File: src/rtl/regfile_sb.sv
// Parametrised RISC-16 register file: two registered read ports, one muxed write-back port,
// and a per-register busy scoreboard. Define REGFILE_SB_BYPASS_EN to forward write-back data to reads.
module regfile_sb #(
    parameter  int DATA_W   = 16,
    parameter  int NUM_REGS = 8,
    parameter  int ZERO_R0  = 1,
    localparam int ADDR_W   = $clog2(NUM_REGS)
) (
    input  logic              clk,
    input  logic              rst,
    input  logic              rd_en,
    input  logic [ADDR_W-1:0] rd_addr1,
    input  logic [ADDR_W-1:0] rd_addr2,
    output logic [DATA_W-1:0] rd_data1,
    output logic [DATA_W-1:0] rd_data2,
    output logic              stall,
    input  logic              issue_en,
    input  logic [ADDR_W-1:0] issue_addr,
    input  logic              wb_en,
    input  logic [ADDR_W-1:0] wb_addr,
    input  logic [1:0]        wb_src,
    input  logic [DATA_W-1:0] alu_out,
    input  logic [DATA_W-1:0] mem_out,
    input  logic [DATA_W-1:0] pc
);

    localparam logic [1:0] SRC_ALU  = 2'd0;
    localparam logic [1:0] SRC_MEM  = 2'd1;
    localparam logic [1:0] SRC_LINK = 2'd2;
    localparam logic [1:0] SRC_NONE = 2'd3;

    logic [DATA_W-1:0] regs [NUM_REGS];
    logic [NUM_REGS-1:0] busy;

    logic [DATA_W-1:0] wdata_p0;
    logic              wb_store_p0;
    logic              wr_fire_p0;
    logic [DATA_W-1:0] rd_val1_p0;
    logic [DATA_W-1:0] rd_val2_p0;
    logic              hit1_p0;
    logic              hit2_p0;

    // Link address wraps at 2^DATA_W.
    function automatic logic [DATA_W-1:0] inc_wrap(input logic [DATA_W-1:0] v);
        return v + DATA_W'(1);
    endfunction

    function automatic logic is_zero_reg(input logic [ADDR_W-1:0] a);
        return (ZERO_R0 != 0) && (a == '0);
    endfunction

    always_comb begin
        wdata_p0 = alu_out;
        case (wb_src)
            SRC_ALU:  wdata_p0 = alu_out;
            SRC_MEM:  wdata_p0 = mem_out;
            SRC_LINK: wdata_p0 = inc_wrap(pc);
            default:  wdata_p0 = alu_out;
        endcase
    end

    assign wb_store_p0 = wb_en && (wb_src != SRC_NONE);
    assign wr_fire_p0  = wb_store_p0 && !is_zero_reg(wb_addr);

    // Read-side value selection; forwarding only exists in the bypass build.
    function automatic logic [DATA_W-1:0] read_value(input logic [ADDR_W-1:0] a);
        logic [DATA_W-1:0] v;
        v = regs[a];
        if (is_zero_reg(a)) begin
            v = '0;
        end
`ifdef REGFILE_SB_BYPASS_EN
        else if (wb_store_p0 && (wb_addr == a)) begin
            v = wdata_p0;
        end
`endif
        return v;
    endfunction

    assign rd_val1_p0 = read_value(rd_addr1);
    assign rd_val2_p0 = read_value(rd_addr2);

`ifdef REGFILE_SB_BYPASS_EN
    assign hit1_p0 = wb_en && (wb_addr == rd_addr1);
    assign hit2_p0 = wb_en && (wb_addr == rd_addr2);
`else
    assign hit1_p0 = 1'b0;
    assign hit2_p0 = 1'b0;
`endif

    assign stall = rd_en && ((busy[rd_addr1] && !hit1_p0) || (busy[rd_addr2] && !hit2_p0));

    // Stage p0 -> p1: register array write
    always_ff @(posedge clk or posedge rst) begin
        if (rst) begin
            for (int i = 0; i < NUM_REGS; i++) begin
                regs[i] <= '0;
            end
        end else if (wr_fire_p0) begin
            regs[wb_addr] <= wdata_p0;
        end
    end

    // A fresh issue outranks a same-cycle write-back so the new writer stays tracked.
    always_ff @(posedge clk or posedge rst) begin
        if (rst) begin
            busy <= '0;
        end else begin
            for (int n = 0; n < NUM_REGS; n++) begin
                if (issue_en && (issue_addr == ADDR_W'(n)) && !is_zero_reg(issue_addr)) begin
                    busy[n] <= 1'b1;
                end else if (wb_en && (wb_addr == ADDR_W'(n))) begin
                    busy[n] <= 1'b0;
                end
            end
        end
    end

    // Stage p0 -> p1: registered read ports
    always_ff @(posedge clk or posedge rst) begin
        if (rst) begin
            rd_data1 <= '0;
            rd_data2 <= '0;
        end else if (rd_en) begin
            rd_data1 <= rd_val1_p0;
            rd_data2 <= rd_val2_p0;
        end
    end

endmodule

File: config.mk
export PLATFORM = sky130hd
export DESIGN_NAME = regfile_sb
export DESIGN_NICKNAME = d
export VERILOG_FILES = /design/src/rtl/regfile_sb.sv
export SDC_FILE = /design/constraint.sdc
export NUM_CORES = 1
export LEC_CHECK = 0
export CAP_MARGIN = 20
export CORE_MARGIN = 5
export CORE_UTILIZATION = 60
export DETAILED_ROUTE_END_ITERATION = 6
export PLACE_DENSITY_LB_ADDON = 0.1
export SLEW_MARGIN = 25
export SYNTH_ARGS = -nofsm -noshare
export SYNTH_HDL_FRONTEND = slang
export SYNTH_SLANG_ARGS = --single-unit
File: constraint.sdc
create_clock -name clk -period 9.6 [get_ports clk]
set_input_delay 0.96 -clock clk [delete_from_list [all_inputs] [get_ports clk]]
set_output_delay 0.96 -clock clk [all_outputs]
set_load 0.03 [all_outputs]
==> results of run 1 <==
-- kinds of logic (layout without fill, tap and decap cells) --
| group | count (synthesis) | in the layout |
|---|---|---|
| AND/OR/NAND/NOR | 219 | 219 |
| multiplexers | 122 | 122 |
| adder cells (fa/ha/maj) | 4 | 4 |
| AO/OA/AOI/OAI | 209 | 209 |
| buffers and inverters | 65 | 153 |
| flip-flops | 152 | 152 |
| XOR/XNOR | 8 | 8 |
-- synth_stat cells (all sizes together) --
library cell  count
a22o              2
nand2           130
o31a              1
or4               1
and3              1
o21ai           120
ha                4
mux2i             3
a22oi            35
or2               1
o311a             1
nand4             6
nor2             36
xnor2             5
o31ai             2
o22ai             1
and4              2
nand3            10
or3               3
clkbuf           19
mux4             36
a31oi             1
o2111ai           1
a21boi            1
a221o             1
o2bb2ai           1
xor2              3
a2bb2oi           1
a21oi            36
inv              11
o211ai            3
nor4b             1
buf              35
mux2             83
o21a              1
nand2b           10
a221oi            1
nor2b             5
dfrtp           152
nor4              2
nor3             11
-- worst paths after layout --
| check | startpoint | end | slack, ns | depth (start not counted) |
|---|---|---|---|---|
| worst min-delay path | regs[88] | regs[88] | 0.50 | 2 |
| min in group asynchronous | rst | rd_data1[7] | 1.01 | 2 |
| worst max-delay path | rd_addr2[2] | stall | 5.51 | 6 |
| worst min register to register | regs[88] | regs[88] | 0.50 | 2 |
| worst max register to register | regs[13] | rd_data1[13] | 8.02 | 4 |
| max in group asynchronous | rst | regs[5] | 7.44 | 3 |
-- cell usage in the layout (no fill, tap or decap), types with 11 or more instances in the layout --
cell type,synthesis,final
mux2_2,83,83
dfrtp_1,152,152
o21ai_0,116,116
nand2_1,130,130
clkdlybuf4s50_1,0,97
a22oi_1,35,35
buf_4,3,11
a21oi_1,35,35
clkbuf_16,0,17
mux4_2,36,36
nor2_1,36,36
-- state kept, by name, indices dropped and copies added (netlist names) --
register and cells:
regs 112, rd_data2 16, rd_data1 16, busy 8
-- per-stage QoR --
stage	total power, W	area (sq um)	setup WS (ns)	hold slack, ns
after floorplan	0.00129	8200	4.55	0.456
after global placement	0.00147	9220	5.60	0.473
after detailed placement	0.00151	9230	5.54	0.489
after CTS	0.00230	9920	5.49	0.504
after global routing	0.00240	9930	5.41	0.516
final	0.00230	9930	5.51	0.503
-- critical path: cells and delay by family --
family,cells,cell delay [ns]
AO/OA/AOI/OAI,1,0.20
buffers and inverters,3,1.58
multiplexers,2,0.38
-- where the power goes --
group	total, W	internal [W]	switching [W]
clock	0.000780	0.000532	0.000247
sequential	0.000925	0.000799	0.000126
combinational	0.000599	0.000295	0.000304
total	0.00230	0.00163	0.000677
-- area by class of cell --
type | instances | area, sq um
Clock buffer | 23 | 478
Timing Repair Buffer | 111 | 1070
Sequential cell | 152 | 3800
Clock inverter | 8 | 215
Multi-Input combinational cell | 562 | 4090
Tap cell | 176 | 220
Inverter | 11 | 46.3
Fill cell | 910 | 3420
-- metal layers --
layer / part of all wire / up-vias
met2: 0.47 / 354
met3: 0.088 / 36
met1: 0.42 / 3248
met5: 0 / -
met4: 0.018 / 0
li1: - / 2968
==> summary.txt, run 1 <==
status = finished, final reports clean
Final Hold Vio Count = 0
Slew @ Worst Pin = 0.975 ns
placement row count = 42
aggregate routed wire length = 21.8 mm
CP required = 8.64 ns
CTS Hold Bufs = 0
minimum clock period = 4.09 ns
# IOs = 100
Root Driver = clkbuf_16
CP cell instances = clkdlybuf4s50_1 -> buf_4 -> mux4_2 -> mux2i_1 -> a21boi_0 -> clkdlybuf4s50_1
max_cap viols = 0
post-CTS sizing = 0
CTS Buf Count = 17
clk_lat worst skew = 0.43 ns
M3 GR Usage = 0.0576
Synth cell types = 50
Fin Setup TNS = 0 ns
GRT Max-Usage Layer = met2
Final period util = 0.426
layout cells sized above 1 = 0.205
VDD IR max = 0.000139 V
drt wl/cell = 20.9 microns
ANT cells = 0
Post-CTS Setup Bufs = 0
die height = 127 microns
Synth Area in Adders = 0.00610
leading area contributor after synthesis = dfrtp_1
H-tree depth = 4
Sink Count = 152
final setup vio count = 0
largest net degree at the start of global routing = 87
initial antenna violation count = 0
Fmax = 244 MHz
detailed placement HPWL = 14.8 mm
Final Net Count = 926
DRC errors left = 0
Initial DRC Count = 733
Core Area = 0.0133 sq mm
Synth Area in XOR/XNOR = 0.00855
Port Buffers = 99
die width = 127 microns
RSZ-0062 raised after global routing = no
GR Util All Layers = 0.281
Area Overhead vs Synth = 21.1%
Arr. time, crit path = 3.13 ns
Post-Synth Simple-Gate Area = 0.119
first-pass GRT wire length = 35.5 mm
Post-Syn Instances = 779
mux cell area share after synthesis = 0.217
Synth Area in Compound Gates = 0.147
drt first pass iters = 5
area share of the largest cell type after synthesis = 0.464
relative slew slack = 0.348
number of global-route vias before repair = 6661
Final Util = 0.744
CP max stage delay = 0.71 ns
GRT overflow = 0
synth top area cells = dfrtp_1 (46%), mux2_2 (11%), mux4_2 (9.9%)
CTS Buffer Depth = 2
Synth Area per Inst = 10.5 sq um
GPL Wtd Cong = 0.865
pwr/cell area = 232 mW/mm^2
global routing usage on met1 = 0.398
Final Skew = 0.00808 ns
critical setup path kind = input pin to output pin
Yosys warning count = 0
Max FO, Critical Path = 36
Critical Path End Type = output pin
DIE AREA = 0.0161 sq mm
post-route insts no fill = 1043
grt met2 use = 0.441
Via density = 6.33
clk slew on worst S/H paths = 0.06 ns
nature of the critical path startpoint = input pin
Hold Path Class = register to register
via count = 6606
combinational family with the most area after synthesis = multiplexers
critical path's most frequent cell = clkdlybuf4s50_1
Pins Over Slew Limit = 0
Final ANT Viol Nets = 0
Mapped Area = 0.00820 sq mm
register area share after synthesis = 0.464
Placed Cells incl. Taps = 1012
Net Count, Synth = 850
Initial Utilization = 0.614
TritonCTS clock tree = done
static leakage = 4.16 nW
CP max-delay cell = clkdlybuf4s50_1
#FFs+latches synth = 152
No activity file was read; power rests on OpenSTA's default activity.
==> inputs of run 2 (changes only) <==
- CORE_UTILIZATION: 60 -> 56
- clock period: 9.6 -> 3.9 ns (I/O delays scaled with it)
==> summary.txt, run 2 (synthesis gave the netlist of run 1 again) <==
number of global-route vias before repair = 6777
FF-to-FF path depth = 4
Top reg by flops = regs
first-pass GRT wire length = 35.6 mm
die height = 131 microns
Post-CTS Setup Bufs = 0
Fin Setup TNS = 0 ns
Pins Over Slew Limit = 0
Via density = 6.26
minimum clock period = 2.85 ns
VDD IR max = 0.000352 V
Area Overhead vs Synth = 19.6%
largest net degree at the start of global routing = 90
clk slew on worst S/H paths = 0.05 ns
static leakage = 4.10 nW
CP required = 3.51 ns
Root Driver = clkbuf_16
global routing usage on met1 = 0.372
ANT cells = 0
placement row count = 44
Critical Path End Type = output pin
detailed placement HPWL = 15.0 mm
Final Hold Vio Count = 0
GRT Max-Usage Layer = met2
relative slew slack = 0.339
critical setup path kind = input pin to output pin
TritonCTS clock tree = done
initial antenna violation count = 0
Slew @ Worst Pin = 0.985 ns
GR Util All Layers = 0.271
post-CTS sizing = 0
DIE AREA = 0.0172 sq mm
CTS Buffer Depth = 2
status = finished, final reports clean
die width = 131 microns
grt met2 use = 0.433
DRC errors left = 0
Reg2Reg Setup Slack = 2.30 ns
Sink Count = 152
clk_lat worst skew = 0.43 ns
drt first pass iters = 6
area of the multi-input gates = 0.00408 sq mm
Initial Utilization = 0.568
Initial DRC Count = 502
final setup vio count = 0
Hold Path Class = input pin to async pin
origin of the critical flop-to-flop path = regs[1]
final total power = 0.00517 W
Core Area = 0.0144 sq mm
max_cap viols = 0
via count = 6607
Fmax = 351 MHz
max FFs per register = 112
RSZ-0062 raised after global routing = no
Arr. time, crit path = 2.46 ns
Final Net Count = 933
Final period util = 0.730
commonest non-fill, non-tap cell in the layout = dfrtp_1
GPL Wtd Cong = 0.883
Fillers = 1129
drt wl/cell = 20.7 microns
M3 GR Usage = 0.0549
Final ANT Viol Nets = 0
most frequent cells in the layout = dfrtp_1 (152), nand2_1 (130), o21ai_0 (116)
worst hold margin = 0.375 ns
nature of the critical path startpoint = input pin
CTS Buf Count = 17
register area = 0.00380 sq mm
GRT overflow = 0
# IOs = 100
CTS Hold Bufs = 0
Top Registers = regs x112, rd_data1 x16, rd_data2 x16
layout cells sized above 1 = 0.204
reg-to-reg endpoint = rd_data1[1]
pwr/cell area = 527 mW/mm^2
aggregate routed wire length = 21.8 mm
H-tree depth = 4
Final Skew = 0.00563 ns
Port Buffers = 99
Max FO, Critical Path = 15
run 2: cell count changes in the layout (fill, tap and decap cells not counted), sizes merged:
cell	change
buf	+7
bufinv	-7
clkbuf	+3
clkinv	+1
clkinvlp	+2
inv	-1
run 2: worst max-delay path: stages:
cell and delay (ns):
clkdlybuf4s50_1 0.93, mux2i_1 0.16, a21boi_0 0.26, clkdlybuf4s50_1 0.72
run 2: final cells by class:
type	instances	share of cell area
repair buffers	118	0.116
flip-flops and latches	152	0.388
clock buffers	26	0.0509
multi-input cells	562	0.416
well taps	184	0.0235
clock inverters	3	0.00179
inverters	11	0.00459
run 2: worst max-delay path by stage:
stage	startpoint	endpoint	slack, ns
floorplan	rst	busy[0]	1.59
global placement	wb_src[0]	regs[83]	1.00
detailed placement	wb_src[0]	regs[81]	0.85
CTS	rd_addr2[1]	stall	1.05
global route	wb_src[0]	regs[99]	0.97
finish	rd_addr2[1]	stall	1.05
run 2: report_power, final:
group	internal, W	leakage (nW)	switching (W)
clock	0.000867	0.252	0.000599
sequential	0.00197	1.90	0.000276
combinational	0.000730	1.95	0.000733
total	0.00356	4.10	0.00161
run 2: layer usage:
metal / up-vias / share of wire
met5: - / 0
met4: 0 / 0.019
met3: 45 / 0.080
met2: 329 / 0.47
met1: 3240 / 0.43
li1: 2993 / -
run 2: metrics by stage:
stage / cells / util / worst slack, ns / cell area, sq um
finish: 1056 / 0.680 / 1.05 / 9810
global route: 1056 / 0.680 / 0.971 / 9810
CTS: 1056 / 0.680 / 1.05 / 9810
detailed placement: 1027 / 0.644 / 0.848 / 9290
global placement: 1027 / 0.644 / 1.00 / 9290
floorplan: 779 / - / 1.59 / 8200
==> inputs of run 3 (changes only) <==
- clock period: 3.9 -> 2.7 ns (I/O delays scaled with it)
==> summary.txt, run 3 (synthesis gave the netlist of run 1 again) <==
die width = 131 microns
Fmax = 488 MHz
final total power = 0.00782 W
max_cap viols = 0
Top Registers = regs x112, rd_data1 x16, rd_data2 x16
Post-CTS Setup Bufs = 0
Top reg by flops = regs
GRT overflow = 0
minimum clock period = 2.05 ns
pwr/cell area = 777 mW/mm^2
Fin Setup TNS = 0 ns
CTS Hold Bufs = 0
clk_lat worst skew = 0.43 ns
Sink Count = 152
first-pass GRT wire length = 35.5 mm
Port Buffers = 99
aggregate routed wire length = 21.6 mm
Pins Over Slew Limit = 0
setup ws final = 0.652 ns
Max FO, Critical Path = 36
Critical Path End Type = output pin
Core Area = 0.0144 sq mm
Final period util = 0.758
detailed placement HPWL = 14.9 mm
number of global-route vias before repair = 6778
area of the multi-input gates = 0.00408 sq mm
Initial DRC Count = 564
static leakage = 4.24 nW
largest net degree at the start of global routing = 50
relative slew slack = 0.524
initial antenna violation count = 0
DIE AREA = 0.0172 sq mm
Final Hold Vio Count = 0
CTS Buf Count = 17
drt first pass iters = 5
top layer in use = met4
Final Util = 0.698
Root Driver = clkbuf_16
wl on met1 = 9.42 mm
Area Overhead vs Synth = 22.9%
Slew @ Worst Pin = 0.706 ns
GPL Wtd Cong = 0.861
Final Skew = 0.00782 ns
layout cells sized above 1 = 0.223
DR WL met3 = 1.63 mm
placement row count = 44
status = finished, final reports clean
via count = 6621
critical setup path kind = input pin to output pin
Initial Utilization = 0.568
pre-CTS setup slack = 0.285 ns
worst hold margin = 0.290 ns
commonest non-fill, non-tap cell in the layout = dfrtp_1
post-CTS sizing = 0
RSZ-0062 raised after global routing = no
ANT cells = 0
DRC errors left = 0
met2 WL = 10.2 mm
# IOs = 100
GR Util All Layers = 0.267
Via density = 6.17
nature of the critical path startpoint = input pin
Arr. time, crit path = 1.78 ns
VDD IR max = 0.000513 V
final setup vio count = 0
H-tree depth = 4
most frequent cells in the layout = dfrtp_1 (152), nand2_1 (130), o21ai_0 (116)
drt wl/cell = 20.1 microns
register area = 0.00380 sq mm
die height = 131 microns
CP required = 2.43 ns
clk slew on worst S/H paths = 0.06 ns
Final Net Count = 949
Final ANT Viol Nets = 0
CTS Buffer Depth = 2
Hold Path Class = input pin to async pin
TritonCTS clock tree = done
Fillers = 1041
max FFs per register = 112
==> run 3: cell types whose count changed in the layout (fill, tap and decap cells not counted) <==
cell,before,now
buf_12,1,6
buf_4,18,30
bufinv_16,0,4
clkbuf_1,5,3
clkbuf_8,4,1
clkdlybuf4s50_1,97,96
clkinv_2,2,3
clkinvlp_4,2,3
==> run 3: area by class of cell <==
type,instances,area share
Sequential cell,152,0.378
Inverter,11,0.00447
Multi-Input combinational cell,562,0.405
Tap cell,184,0.0229
Clock inverter,9,0.0149
Clock buffer,21,0.0447
Timing Repair Buffer,134,0.131
==> run 3: power breakdown <==
part	leakage (nW)	internal [W]	total (W)	switching, W
Combinational	2.05	0.00109	0.00215	0.00106
Clock	0.289	0.00155	0.00243	0.000880
Sequential	1.90	0.00284	0.00324	0.000402
Total	4.24	0.00548	0.00782	0.00234
==> run 3: final timing paths <==
path,startpoint,endpoint,slack [ns],depth (start not counted)
worst max-delay path,rd_addr2[2],stall,0.65,6
worst min-delay path,rst,regs[39],0.29,2
worst max register to register,regs[0],rd_data1[0],1.13,4
worst min register to register,regs[36],regs[36],0.50,2
max in group asynchronous,rst,regs[47],1.77,3
min in group clk,issue_addr[2],busy[4],0.48,3
==> run 3: layer usage <==
metal  vias to the layer above  track usage
met5                         -            0
met4                         0       0.0792
met3                        33       0.0581
met2                       286        0.424
met1                      3277        0.371
li1                       3025            -
==> run 3: through the flow <==
step	instance area [sq um]	instances
2_1_floorplan	8200	779
3_3_place_gp	9470	1043
3_5_place_dp	9470	1043
4_1_cts	10100	1073
5_1_grt	10100	1073
6_report	10100	1073
==> run 3: worst max-delay path: stages <==
cell and delay [ns]:
clkdlybuf4s50_1 0.52, buf_12 0.25, mux4_2 0.34, mux2i_1 0.12, a21boi_0 0.10, buf_4 0.18
